`config.mk`:
```
export PLATFORM = sky130hd
export DESIGN_NAME = knight_rider_sequencer
export DESIGN_NICKNAME = d
export VERILOG_FILES = /design/src/rtl/knight_rider_pkg.sv /design/src/rtl/knight_rider_sequencer_rate_prescaler.sv /design/src/rtl/knight_rider_sequencer.sv
export SDC_FILE = /design/constraint.sdc
export NUM_CORES = 1
export LEC_CHECK = 0
export ABC_AREA = 1
export CORE_ASPECT_RATIO = 0.5
export CORE_MARGIN = 4
export CORE_UTILIZATION = 47
export CTS_CLUSTER_DIAMETER = 80
export DETAILED_ROUTE_END_ITERATION = 8
export GPL_ROUTABILITY_DRIVEN = 0
export GPL_TIMING_DRIVEN = 0
export PLACE_DENSITY = 0.67
export SLEW_MARGIN = 20
export SYNTH_ARGS = -nofsm -noshare
export SYNTH_HDL_FRONTEND = slang
export SYNTH_SLANG_ARGS = --single-unit
```
`constraint.sdc`:
```
create_clock -name clk_in -period 6.6 [get_ports clk_in]
set_input_delay 1.32 -clock clk_in [delete_from_list [all_inputs] [get_ports clk_in]]
set_output_delay 1.32 -clock clk_in [all_outputs]
set_load 0.02 [all_outputs]
```
`src/rtl/knight_rider_pkg.sv`:
```
// Shared definitions for the LED scanner: FSM state codes and prescaler sizing.
package knight_rider_pkg;

  localparam logic [2:0] StIdle    = 3'd0;
  localparam logic [2:0] StScanUp  = 3'd1;
  localparam logic [2:0] StDwellHi = 3'd2;
  localparam logic [2:0] StScanDn  = 3'd3;
  localparam logic [2:0] StDwellLo = 3'd4;

  // Wide enough to count to 2^(base_shift + max speed) - 1.
  function automatic int unsigned prescale_width(input int unsigned base_shift,
                                                 input int unsigned speed_w);
    return base_shift + (1 << speed_w) - 1;
  endfunction

endpackage

```
`src/rtl/knight_rider_sequencer_rate_prescaler.sv`:
```
// Power-of-two tick prescaler with a speed latch that only updates at period boundaries.
module rate_prescaler
  import knight_rider_pkg::*;
#(
  parameter int unsigned BASE_SHIFT = 2,
  parameter int unsigned SPEED_W    = 3
) (
  input  logic               clk_in,
  input  logic               reset,
  input  logic               run,
  input  logic               start,
  input  logic               hold,
  input  logic [SPEED_W-1:0] speed,
  output logic               tick
);

  localparam int unsigned CW = prescale_width(BASE_SHIFT, SPEED_W);
  localparam logic [CW:0] OneWide = 1;

  logic [CW-1:0]      count_q, count_d;
  logic [SPEED_W-1:0] speed_q, speed_d;
  logic [CW:0]        period;
  logic [CW-1:0]      last;

  always_comb begin
    period = OneWide << (BASE_SHIFT + 32'(speed_q));
    last   = CW'(period - OneWide);
    tick   = run && !hold && (count_q == last);
  end

  always_comb begin
    count_d = count_q;
    speed_d = speed_q;
    if (!run) begin
      count_d = '0;
    end else if (!hold) begin
      count_d = tick ? '0 : count_q + CW'(1);
    end
    // Latching only here keeps a mid-period speed change from bending the current period.
    if (start || tick) begin
      speed_d = speed;
    end
  end

  always_ff @(posedge clk_in) begin
    if (reset) begin
      count_q <= '0;
      speed_q <= '0;
    end else begin
      count_q <= count_d;
      speed_q <= speed_d;
    end
  end

endmodule

```
`src/rtl/knight_rider_sequencer.sv`:
```
// LED scanner sequencer: sweeps a single lit LED up and down the bar, dwelling at each end.
module knight_rider_sequencer
  import knight_rider_pkg::*;
#(
  parameter int unsigned N_LEDS      = 8,
  parameter int unsigned BASE_SHIFT  = 2,
  parameter int unsigned SPEED_W     = 3,
  parameter int unsigned DWELL_TICKS = 2
) (
  input  logic                      clk_in,
  input  logic                      reset,
  input  logic                      enable,
  input  logic                      hold,
  input  logic [SPEED_W-1:0]        speed,
  output logic [N_LEDS-1:0]         leds,
  output logic [$clog2(N_LEDS)-1:0] pos,
  output logic                      dir_up,
  output logic                      tick
);

  localparam int unsigned POS_W = $clog2(N_LEDS);
  localparam logic [POS_W-1:0] PosMax = POS_W'(N_LEDS - 1);
  localparam logic [3:0] DwellInit = 4'(DWELL_TICKS - 1);
  localparam logic [N_LEDS-1:0] LedOne = 1;

  if (N_LEDS < 2 || N_LEDS > 32) begin : gen_bad_n_leds
    $error("knight_rider_sequencer: N_LEDS must be 2..32");
  end
  if (DWELL_TICKS < 1 || DWELL_TICKS > 15) begin : gen_bad_dwell
    $error("knight_rider_sequencer: DWELL_TICKS must be 1..15");
  end

  logic [2:0]        state_q, state_d;
  logic [POS_W-1:0]  pos_q, pos_d;
  logic              dir_up_q, dir_up_d;
  logic [3:0]        dwell_q, dwell_d;
  logic [N_LEDS-1:0] leds_q, leds_d;
  logic              run, start;

  assign run   = (state_q != StIdle);
  assign start = (state_q == StIdle) && enable && !hold;

  rate_prescaler #(
    .BASE_SHIFT (BASE_SHIFT),
    .SPEED_W    (SPEED_W)
  ) u_prescaler (
    .clk_in (clk_in),
    .reset  (reset),
    .run    (run),
    .start  (start),
    .hold   (hold),
    .speed  (speed),
    .tick   (tick)
  );

  always_comb begin
    state_d  = state_q;
    pos_d    = pos_q;
    dir_up_d = dir_up_q;
    dwell_d  = dwell_q;
    // Dropping enable wins even while held.
    if (!enable) begin
      state_d  = StIdle;
      pos_d    = '0;
      dir_up_d = 1'b1;
      dwell_d  = '0;
    end else if (!hold) begin
      case (state_q)
        StIdle: begin
          state_d  = StScanUp;
          pos_d    = '0;
          dir_up_d = 1'b1;
        end
        StScanUp: begin
          if (tick) begin
            if (pos_q < PosMax) begin
              pos_d = pos_q + POS_W'(1);
            end else begin
              state_d = StDwellHi;
              dwell_d = DwellInit;
            end
          end
        end
        StDwellHi: begin
          if (tick) begin
            if (dwell_q == '0) begin
              state_d  = StScanDn;
              dir_up_d = 1'b0;
              pos_d    = pos_q - POS_W'(1);
            end else begin
              dwell_d = dwell_q - 4'd1;
            end
          end
        end
        StScanDn: begin
          if (tick) begin
            if (pos_q > '0) begin
              pos_d = pos_q - POS_W'(1);
            end else begin
              state_d = StDwellLo;
              dwell_d = DwellInit;
            end
          end
        end
        StDwellLo: begin
          if (tick) begin
            if (dwell_q == '0) begin
              state_d  = StScanUp;
              dir_up_d = 1'b1;
              pos_d    = pos_q + POS_W'(1);
            end else begin
              dwell_d = dwell_q - 4'd1;
            end
          end
        end
        default: begin
          state_d  = StIdle;
          pos_d    = '0;
          dir_up_d = 1'b1;
          dwell_d  = '0;
        end
      endcase
    end
  end

  // Decoding from next-state keeps leds aligned with pos on the same edge.
  always_comb begin
    leds_d = (state_d == StIdle) ? '0 : (LedOne << pos_d);
  end

  always_ff @(posedge clk_in) begin
    if (reset) begin
      state_q  <= StIdle;
      pos_q    <= '0;
      dir_up_q <= 1'b1;
      dwell_q  <= '0;
      leds_q   <= '0;
    end else begin
      state_q  <= state_d;
      pos_q    <= pos_d;
      dir_up_q <= dir_up_d;
      dwell_q  <= dwell_d;
      leds_q   <= leds_d;
    end
  end

  assign leds   = leds_q;
  assign pos    = pos_q;
  assign dir_up = dir_up_q;

endmodule

```
---- After elaboration in Yosys (flattened, before gate mapping) ----
Cells that the tools add are included.
cells by class
  reduce and logical (&&, ||, !) cells .... 17
  eq/ne operators ......................... 15
  magnitude comparators ................... 2
  mux-type cells .......................... 35
  $add $sub $neg .......................... 6
  bitwise operators ....................... 5
  shift operators ......................... 2
operator list
  kind                    count
  $mux W3                 20
  $shl A1 B32 Y9 const A  1
  $mux W4                 6
  $pmux W4 S4             1
  $pmux W3 S5             1
  $pmux W3 S4             1
  $ne A2 B1 Y1 const B    5
  $ne A2 B2 Y1 const B    5
  $reduce_or A2 Y1        5
  $add A9 B1 Y9 const B   1
  $eq A9 B9 Y1            1
  $mux W9                 1
  $sub A9 B1 Y9 const B   1
  $reduce_and A8 Y1       1
  $shl A1 B3 Y8 const A   1
  $eq A3 B2 Y1 const B    2
  $logic_not A3 Y1        2
  $reduce_and A6 Y1       1
  $not A1 Y1              5
  $add A2 B3 Y4 const A   1
  $logic_and A1 B1 Y1     4
  $logic_not A4 Y1        1
  $mux W1                 4
  $sub A4 B1 Y4 const B   1
  10 further kinds        10
word-level totals
  flip-flop bits (word level) ............. 31
  output and inout port bits .............. 13
  logic and storage cells ................. 89
  input port bits ......................... 7

---- Logic depth before layout (Yosys ltp) ----
Gate-level depths: netlist of the first run.
  depth after elaboration ................. 11
  depth in mapped cells ................... 19
  gate-level depth less buffers ........... 19

---- Hierarchy ----
Synthesis of the first run repeated with hierarchy kept, for this count alone.
second synthesis, totals
  cell total of the unflattened synthesis .. 332
  area total of the unflattened synthesis .. 2,123.3 sq um
by module, submodules not included
  module                  cells an instance  instances  area each (sq um)  sequential area each (sq um)
  knight_rider_sequencer  191                1          1,242.4            380.4
  rate_prescaler          141                1          880.8              240.2

---- Worst setup path after synthesis of the first run ----
OpenSTA, ideal clock, no wires.
  path kind ............................... input to output
  from .................................... input port hold
  to ...................................... output port tick
  stages on the path ...................... 5
  path buffers ............................ 0
  arrival ................................. 1,988 ps
  data required time ...................... 5,280 ps
  path slack .............................. 3,292 ps
  path through ............................ nor2_1 > nand3_1 > nor3b_1 > nand3_1 > inv_1
on the way
  cells in the longest elaborated chain, start to end .. 3
RTL lines
  what                              RTL line                                     source
  start: declaration                knight_rider_sequencer.sv:13                 input logic hold,
  $logic_not A1 Y1                  knight_rider_sequencer_rate_prescaler.sv:28  tick = run && !hold && (count_q == last);
  $logic_and A1 B1 Y1 (2 in a row)  knight_rider_sequencer_rate_prescaler.sv:28
  end: declaration                  knight_rider_sequencer.sv:18                 output logic tick
Every way passes these cells.

---- Worst setup path in the final report of the first run ----
Same ends and word-level chain as after synthesis.

==> results_dict.tcl, run 1 <==
set metrics [dict create \
    outcome "complete, no violations" \
    syn_avg_cell_area_um2 6.33 \
    postRouteAntennaNets 0 \
    numCtsBuffers 5 \
    cp_slowest_cell "clkdlybuf4s50_1" \
    grtUsageTotal_pct 19.8 \
    leakage_nw 1.04 \
    crit_required_ns 5.28 \
    worst_slew_pin_slew_ns 0.529 \
    cts_setup_buffers 0 \
    synth_edf_count 0 \
    vdd_drop_max_mv 0.0857 \
    grt_max_degree 11 \
    ios 20 \
    layout_setup_ws_ns 1.99 \
    cts_tree "done" \
    max_cap_viol_count 0 \
    firstDrtPassIters 5 \
    syn_nets 337 \
    insertion_delay_ns 0.28 \
    vias_per_cell 5.08 \
    die_y_um 54.6 \
    yosys_warnings 0 \
    cts-root-buf "clkbuf_8" \
    synth_seq_cells 31 \
    routed_wl_mm 4.88 \
    ctsHoldBuffers 0 \
    powerDensity_nw_per_um2 174 \
    drv_slew 0 \
    grt_pass1_vias 1872 \
    clock.fmax_mhz 217 \
    wl_per_cell_um 12.2 \
    r2r-start "u_prescaler.speed_q[1]" \
    fin_skew_ns 0.00377 \
    finalHoldViolations 0 \
    vias 2039 \
    dp_slack_ns 2.02 \
    port_buffers 18 \
    hpwl_mm 3.80 \
    async_reset_ff_share_pct 0 \
    antenna_found_initial 0 \
    hp-start "dwell_q[3]" \
    overflow 0 \
    rsz0062_at_grt "false" \
    drc_errors 0 \
    crit_path_start "hold" \
    yosysUniqueCellTypes 38 \
    period_share_pct 69.9 \
    min_period_ns 4.61 \
    path_cells "clkdlybuf4s50_1, nor2_1, nand3_1, nor3b_1, nand3_1, inv_1, clkdlybuf4s50_1" \
    fin_nets 362 \
    cp_max_fo 5 \
    cts_resized 0 \
    initial_core_util_pct 50.4 \
    htree_num_levels 2 \
    drtIter0Drc 193 \
    netlist_area_um2 2040 \
    area_growth_pct 16.5 \
    cp.arrival_ns 3.29 \
    hold_class "flip-flop to flip-flop" \
    path_clk_slew_ns 0.06 \
    clock-sinks 31 \
    netlist_instances 322 \
    fp.coreArea_um2 4040 \
    cpPeakStageDelay_ns 0.61 \
    ys.flop_type "dfxtp_1" \
    cts_buffer_depth 2 \
    num_antenna_cells 0 \
    setup-violations-final 0 \
    endpoint_kind "primary output" \
    ys_seq_area_share_pct 30.5 \
    slew_headroom_pct 64.7 \
    finalSetupTns_ns 0 \
    worstSetupPathType "input pin to primary output" \
    dieArea_um2 5520 \
    grt_pass1_wl_mm 8.37 \
    crit_path_start_kind "input pin" \
    drive_above_1_share_pct 7.78 \
    rows 16 \
    die_w_um 101 \
]
## final cells by class
type / instances / area, µm²
buffer: 5 / 27.5
timing repair buffer: 18 / 180
clock buffer: 6 / 82.6
inverter: 41 / 154
multi-input combinational: 245 / 1230
clock inverter: 1 / 5.00
fill: 416 / 1670
sequential: 31 / 621
tap: 54 / 67.6
## cell families (layout without fill, tap and decap cells)
logic type / count (synthesis) / after routing / share of synthesized area (%)
DFF: 31 / 31 / 30.5
AOI/OAI and AO/OA: 39 / 39 / 11.4
adders and majority gates: 8 / 8 / 4.91
and+or+nand+nor: 191 / 191 / 41.3
xor gates and xnor gates: 7 / 7 / 3.01
buffers and inverters: 46 / 71 / 8.91
## path summary, 6_finish.rpt
kind / depth (start not counted) / slack (ns) / end
worst min register to register: 2 / 0.48 / dwell_q[3]
worst min-delay path: 2 / 0.48 / dwell_q[3]
worst max register to register: 12 / 4.17 / dwell_q[1]
worst max-delay path: 7 / 1.99 / tick
## layer usage
layer | vias to the layer above | GRT usage, % | part of all wire [%] | wire, µm
li1 | 1076 | - | - | -
met1 | 901 | 25.1 | 50 | 2430
met2 | 55 | 32.7 | 42 | 2060
met3 | 7 | 7.12 | 6.7 | 329
met4 | 0 | 4.86 | 1.2 | 59
met5 | - | 0 | 0 | 0
## through the flow
stage          instance area (µm²)  std cells  utilization, %  power, mW  hold slack, ns
2_1_floorplan                 2040        322               -      0.248           0.450
3_3_place_gp                  2280        394            56.5      0.267           0.456
3_5_place_dp                  2280        394            56.5      0.267           0.471
4_1_cts                       2370        401            58.7      0.419           0.485
5_1_grt                       2370        401            58.7      0.441           0.518
6_report                      2370        401            58.7      0.414           0.480
## sequential cells by signal, indices dropped and copies added, names as in the netlist
| name | flops |
|---|---|
| u_prescaler.count_q | 9 |
| u_prescaler.speed_q | 3 |
| state_q | 3 |
| dwell_q | 4 |
| leds | 8 |
| pos | 3 |
| dir_up | 1 |
## report_power, final
group | internal [mW] | total (mW) | switching [mW]
Clock | 0.0816 | 0.149 | 0.0676
Sequential | 0.191 | 0.194 | 0.00320
Combinational | 0.0247 | 0.0699 | 0.0452
Total | 0.297 | 0.414 | 0.116
## Yosys cell counts, types with 3 or more instances
cell type  instances  area (µm²)
a21oi_1           14        70.1
clkbuf_1           3        11.3
dfxtp_1           31         621
ha_1               8         100
inv_1             38         143
nand2_1           91         342
nand2_2            4        25.0
nand3_1           30         150
nand3_2            3        30.0
nand4_1            3        18.8
nor2_1            42         158
nor2_2             4        25.0
nor3_1             6        30.0
o21ai_0           10        50.1
o21ai_1            3        15.0
xor2_1             5        43.8
## cell usage in the layout, fill, tap and decap left out, types with 2 or more instances in the layout
cell type / count
a31oi_1: 2
nor2_2: 4
nand3_1: 30
nand2_1: 91
inv_2: 2
nor3_1: 6
clkdlybuf4s50_1: 18
nand3_2: 3
ha_1: 8
xnor2_1: 2
nor3b_1: 2
o21ai_1: 3
dfxtp_1: 31
a21oi_1: 14
o21a_1: 2
nor2_1: 42
o21ai_0: 10
inv_1: 38
xor2_1: 5
clkbuf_8: 6
nand2_2: 4
clkbuf_1: 3
nand4_1: 3
## critical path: cells and delay by family
| kind | cells | cell delay (ns) |
|---|---|---|
| buffers and inverters | 3 | 1.23 |
| and+or+nand+nor | 4 | 0.74 |
(Power assumes the default switching activity.)
==> run 2: changes to the inputs <==
--- a/config.mk
+++ b/config.mk
@@ -13,7 +13,7 @@
 export DETAILED_ROUTE_END_ITERATION = 8
 export GPL_ROUTABILITY_DRIVEN = 0
 export GPL_TIMING_DRIVEN = 0
-export PLACE_DENSITY = 0.67
+export PLACE_DENSITY = 0.69
 export SLEW_MARGIN = 20
 export SYNTH_ARGS = -nofsm -noshare
 export SYNTH_HDL_FRONTEND = slang
==> constraint.sdc (replaced) <==
create_clock -name clk_in -period 3.95 [get_ports clk_in]
set_input_delay 0.79 -clock clk_in [delete_from_list [all_inputs] [get_ports clk_in]]
set_output_delay 0.79 -clock clk_in [all_outputs]
set_load 0.02 [all_outputs]
==> run 2 against run 1 <==
Non-clock buffer count unchanged. Sequential power increased by 68%. Total power increased by 66%. Clock skew increased by 0.0013 ns. Clock-buffer cell count unchanged. Worst hold slack improved by 0.0015 ns. Die area unchanged. Critical path depth unchanged. Global-route usage decreased by 0.52 points.
==> results_dict.tcl, run 2 (synthesized netlist as in run 1, its figures left out) <==
set metrics [dict create \
    setup-violations-final 0 \
    seqPwrFrac_pct 47.4 \
    die_w_um 101 \
    antenna_found_initial 0 \
    period_share_pct 88.7 \
    rows 16 \
    num_antenna_cells 0 \
    finalHoldViolations 0 \
    area_growth_pct 16.3 \
    grt_max_degree 11 \
    routed_wl_mm 4.80 \
    cp_slowest_cell "clkdlybuf4s50_1" \
    dieArea_um2 5520 \
    firstDrtPassIters 4 \
    cpPeakStageDelay_ns 0.61 \
    ctsHoldBuffers 0 \
    path_clk_slew_ns 0.07 \
    largest_reg_flops 9 \
    cts_buffer_depth 2 \
    powerDensity_nw_per_um2 289 \
    worst-path-buf-inv 3 \
    fin_nets 362 \
    grt_pass1_vias 1976 \
    cts-root-buf "clkbuf_8" \
    endpoint_kind "primary output" \
    worstSetupPathType "input pin to primary output" \
    slew_headroom_pct 66.9 \
    rsz0062_at_grt "false" \
    clock.fmax_mhz 285 \
    final_util_pct 58.6 \
    crit_path_start "hold" \
    initial_core_util_pct 50.4 \
    outcome "complete, no violations" \
    htree_num_levels 2 \
    die_y_um 54.6 \
    vdd_drop_max_mv 0.196 \
    numCtsBuffers 5 \
    grtUsageTotal_pct 19.3 \
    vias 2078 \
    cp.arrival_ns 2.71 \
    hp-start "dir_up" \
    cts_tree "done" \
    path_cells "clkdlybuf4s50_1, nor2_1, nand3_1, nor3b_1, nand3_1, inv_1, clkdlybuf4s50_1" \
    finalSetupTns_ns 0 \
    clock_power_share_pct 35.7 \
    top_register "u_prescaler.count_q" \
    mostFrequentLayoutCells "nand2_1, nor2_1, inv_1" \
    swShare_pct 29.4 \
    fin_skew_ns 0.00506 \
    cts_setup_buffers 0 \
    drc_errors 0 \
    leakage_nw 1.03 \
    overflow 0 \
    crit_required_ns 3.16 \
    fp.coreArea_um2 4040 \
    p_int_uw 483 \
    r2r-start "u_prescaler.speed_q[1]" \
    drv_slew 0 \
    port_buffers 18 \
    final_common_cell "nand2_1" \
    worst_slew_pin_slew_ns 0.494 \
    drive_above_1_share_pct 7.76 \
    path_delay_family "buffers and inverters" \
    combPwrFrac_pct 16.9 \
    hpwl_mm 3.77 \
    cts_resized 0 \
    insertion_delay_ns 0.29 \
    clock-sinks 31 \
    grt_pass1_wl_mm 8.23 \
    fillers 398 \
    wl_per_cell_um 11.9 \
    drtIter0Drc 108 \
    vias_per_cell 5.17 \
    postRouteAntennaNets 0 \
    crit_path_start_kind "input pin" \
    power_switching_uw 201 \
    ios 20 \
    cp_max_fo 5 \
    max_cap_viol_count 0 \
    min_period_ns 3.50 \
    hold_class "flip-flop to flip-flop" \
]
==> run 2: cell count changes in the layout (fill, tap and decap cells not counted) <==
| cell | previous run | this run |
|---|---|---|
| clkbuf_8 | 6 | 5 |
| clkbuf_1 | 3 | 4 |
| clkinvlp_4 | 0 | 1 |
==> run 2: per-layer routing <==
metal | track usage, % | vias up | wire, µm
met5 | 0 | - | 0
met4 | 8.17 | 0 | 65
met3 | 6.23 | 6 | 315
met2 | 31.4 | 63 | 2010
met1 | 24.0 | 925 | 2410
li1 | - | 1084 | -
==> run 2: worst min-delay path: stages, from the launching register on <==
cell and delay (ns):
dfxtp_1 0.33, a21oi_1 0.06, o21ai_0 0.06
==> run 2: layout make-up <==
class | count | area, µm² | share of cell area (%)
clock inverters | 2 | 12.5 | 0.528
well taps | 54 | 67.6 | 2.85
repair buffers | 18 | 180 | 7.60
multi-input cells | 245 | 1230 | 52.1
clock buffers | 6 | 72.6 | 3.06
plain buffers | 5 | 27.5 | 1.16
inverters | 41 | 154 | 6.49
flip-flops and latches | 31 | 621 | 26.2
==> run 2: power by group through the flow <==
stage / Clock [mW] / Sequential (mW) / Combinational (mW)
2_1_floorplan: 0 / 0.334 / 0.0810
3_3_place_gp: 0 / 0.331 / 0.113
3_5_place_dp: 0 / 0.332 / 0.114
4_1_cts: 0.254 / 0.325 / 0.115
5_1_grt: 0.267 / 0.325 / 0.130
6_report: 0.244 / 0.325 / 0.116
==> run 2: path summary, 6_finish.rpt <==
path / slack (ns) / endpoint / cells past startpoint
max: 0.45 / tick / 7
min: 0.48 / dir_up / 2
max reg2reg: 1.48 / dwell_q[1] / 12
min reg2reg: 0.48 / dir_up / 2
==> run 2: per-stage QoR <==
step / cells / hold slack (ns) / total power, mW / area (µm²) / worst slack, ns
after CTS: 402 / 0.487 / 0.694 / 2370 / 0.470
after floorplan: 322 / 0.450 / 0.415 / 2040 / 1.70
after global placement: 394 / 0.454 / 0.444 / 2280 / 0.487
after detailed placement: 394 / 0.470 / 0.446 / 2280 / 0.485
after global routing: 402 / 0.510 / 0.722 / 2370 / 0.313
final: 402 / 0.482 / 0.685 / 2370 / 0.447
==> edit: new RTL, settings of run 2 <==
`BASE_SHIFT` is set to 2 in 2 places; all go to 1.
--- a/src/rtl/knight_rider_sequencer_rate_prescaler.sv
+++ b/src/rtl/knight_rider_sequencer_rate_prescaler.sv
@@ -2,7 +2,7 @@
 module rate_prescaler
   import knight_rider_pkg::*;
 #(
-  parameter int unsigned BASE_SHIFT = 2,
+  parameter int unsigned BASE_SHIFT = 1,
   parameter int unsigned SPEED_W    = 3
 ) (
   input  logic               clk_in,
--- a/src/rtl/knight_rider_sequencer.sv
+++ b/src/rtl/knight_rider_sequencer.sv
@@ -3,7 +3,7 @@
   import knight_rider_pkg::*;
 #(
   parameter int unsigned N_LEDS      = 8,
-  parameter int unsigned BASE_SHIFT  = 2,
+  parameter int unsigned BASE_SHIFT  = 1,
   parameter int unsigned SPEED_W     = 3,
   parameter int unsigned DWELL_TICKS = 2
 ) (
Check against the original RTL: not equivalent (Yosys sat finds a counterexample within 4 cycles, from zero or initial values and one cycle with reset high).
==> edit against run 2 <==
  * Wire length decreased by 1.6%
  * Cell count decreased by 1.7%
  * Design area decreased by 0.53%
  * Area after synthesis decreased by 0.61%
  * Sequential cell count decreased by 1
  * Setup slack got worse by 0.11 ns
  * Synthesized cell count decreased by 1.9%
  * Total power increased by 4.4%
  * Largest power group unchanged
  * Highest routed layer unchanged
==> edit: results (changes against run 2) <==
* Ant diodes at 0 (unchanged)
* Ys flop type: dfxtp_1
* Slowest CP cell: clkdlybuf4s50_1
* Post-DP Area at 0.00226 mm² (-0.99%)
* HPWL after DPL at 3690 µm (-2.2%)
* CP max stage delay at 0.61 ns (about the same)
* Clock skew at 0.0142 ns (+0.00918 ns)
* Arrival @ worst endpoint at 2.83 ns (+0.12 ns)
* Drt pass-1 iters at 4 (unchanged)
* Via density at 5.17 (about the same)
* Commonest cells post-synth: 79 x nand2_1, 51 x nor2_1, 34 x inv_1
* Layout Nets at 354 (-2.2%)
* Drt first-iter violations at 169 (+56%)
* Yosys warns at 0 (unchanged)
* Ratio of cells with drive above 1 in the final layout at 10.6% (+2.8 points)
* Post-Synth XOR/XNOR Area at 3.89% (+0.88 points)
* Sequential-to-total area share from yosys stat at 29.7% (-0.80 points)
* Initial antenna violation count at 0 (unchanged)
* Dpl ws at 0.651 ns (+0.166 ns)
* Synth cell types at 30 (-21%)
* Lkg Pwr at 1.02 nW (-1.7%)
* CTS Buffer Depth at 2 (unchanged)
* H-tree levels at 2 (unchanged)
* Post CTS Setup Buffer Count at 0 (unchanged)
* Complex-gate fraction of the synthesized area at 10.9% (-0.49 points)
* Port bufs at 17 (-1)
* Clock transition at path regs at 0.08 ns
* Total track usage at 18.8% (-0.56 points)
* Post-synthesis net count at 330 (-2.1%)
* Outcome: finished, final reports clean
* Largest net degree at the start of global routing at 11 (unchanged)
* Proportion of synthesized area in mux cells at 0% (unchanged)
* Peak VDD IR at 0.181 mV (-7.6%)
* Final WL at 4730 µm (-1.6%)
* Most common cell in the netlist: nand2_1
* Worst Path Max Fanout at 10 (+5)
* Area contributors post-synth: dfxtp_1 30%, nand2_1 15%, nor2_1 9.5%, inv_1 6.3%, nand3_1 5.4%
* Crit path max-delay family: buffers and inverters
* Synthesized area per cell at 6.41 µm² (+1.3%)
* Placed cell count at 387 (-1.8%)
* Non-Filler Instances at 395 (-1.7%)
* Worst hold path type: reg -> reg
* TritonCTS Buffers at 5 (unchanged)
* Post-synthesis adder-cell area fraction at 4.33% (-0.59 points)
* Async SR Flop Fraction at 0% (unchanged)
* Number of global-route vias before repair at 1838 (-7.0%)
* Fillcell total at 405 (+1.8%)
* First-pass GRT wire length at 8000 µm (-2.8%)
* Clock latency on the worst-skew pair at 0.29 ns (about the same)
* Root Buffer: clkbuf_8
* Number of gates resized after cts at 0 (unchanged)
edit: cell count changes after synthesis, sizes merged, moves of 2 or more:
cell,before,now
nand2,96,84
nor2,47,56
nand3,33,26
nand4,3,10
o21ai,14,18
a21oi,15,17
a31oi,2,0
o21a,2,0
edit: final cells by class:
class	instances	area, µm²	area share [%]
Buffer	5	27.5	1.17
Clock buffer	6	82.6	3.50
Clock inverter	2	12.5	0.531
Inverter	41	154	6.53
Multi-Input combinational cell	240	1240	52.7
Sequential cell	30	601	25.5
Tap cell	54	67.6	2.87
Timing Repair Buffer	17	170	7.22
edit: kinds of logic (layout without fill, tap and decap cells):
family | after synthesis | in the layout
compound gates | 38 | 38
xor+xnor | 9 | 9
fa+ha+maj | 7 | 7
buf+inv | 46 | 71
flops | 30 | 30
other cells | 1 | 1
simple gates | 185 | 185
edit: power breakdown:
part	switching, mW	total, mW	internal (mW)
clock network	0.127	0.267	0.140
registers	0.00730	0.317	0.310
logic	0.0864	0.131	0.0443
edit: routing by layer:
| metal | GRT usage [%] | routed length (µm) | vias to the layer above | part of all wire [%] |
|---|---|---|---|---|
| li1 | - | - | 1058 | - |
| met1 | 23.7 | 2290 | 917 | 48 |
| met2 | 31.5 | 2040 | 55 | 43 |
| met3 | 5.60 | 322 | 12 | 6.8 |
| met4 | 5.59 | 70 | 0 | 1.5 |
| met5 | 0 | 0 | - | 0 |
edit: path summary, 6_finish.rpt:
check                                             from      end  slack, ns  cells after the start
worst max-delay path            u_prescaler.speed_q[0]     tick       0.33                     15
worst min-delay path                            dir_up   dir_up       0.49                      2
worst max register to register  u_prescaler.speed_q[0]  leds[7]       1.16                     22
worst min register to register                  dir_up   dir_up       0.49                      2
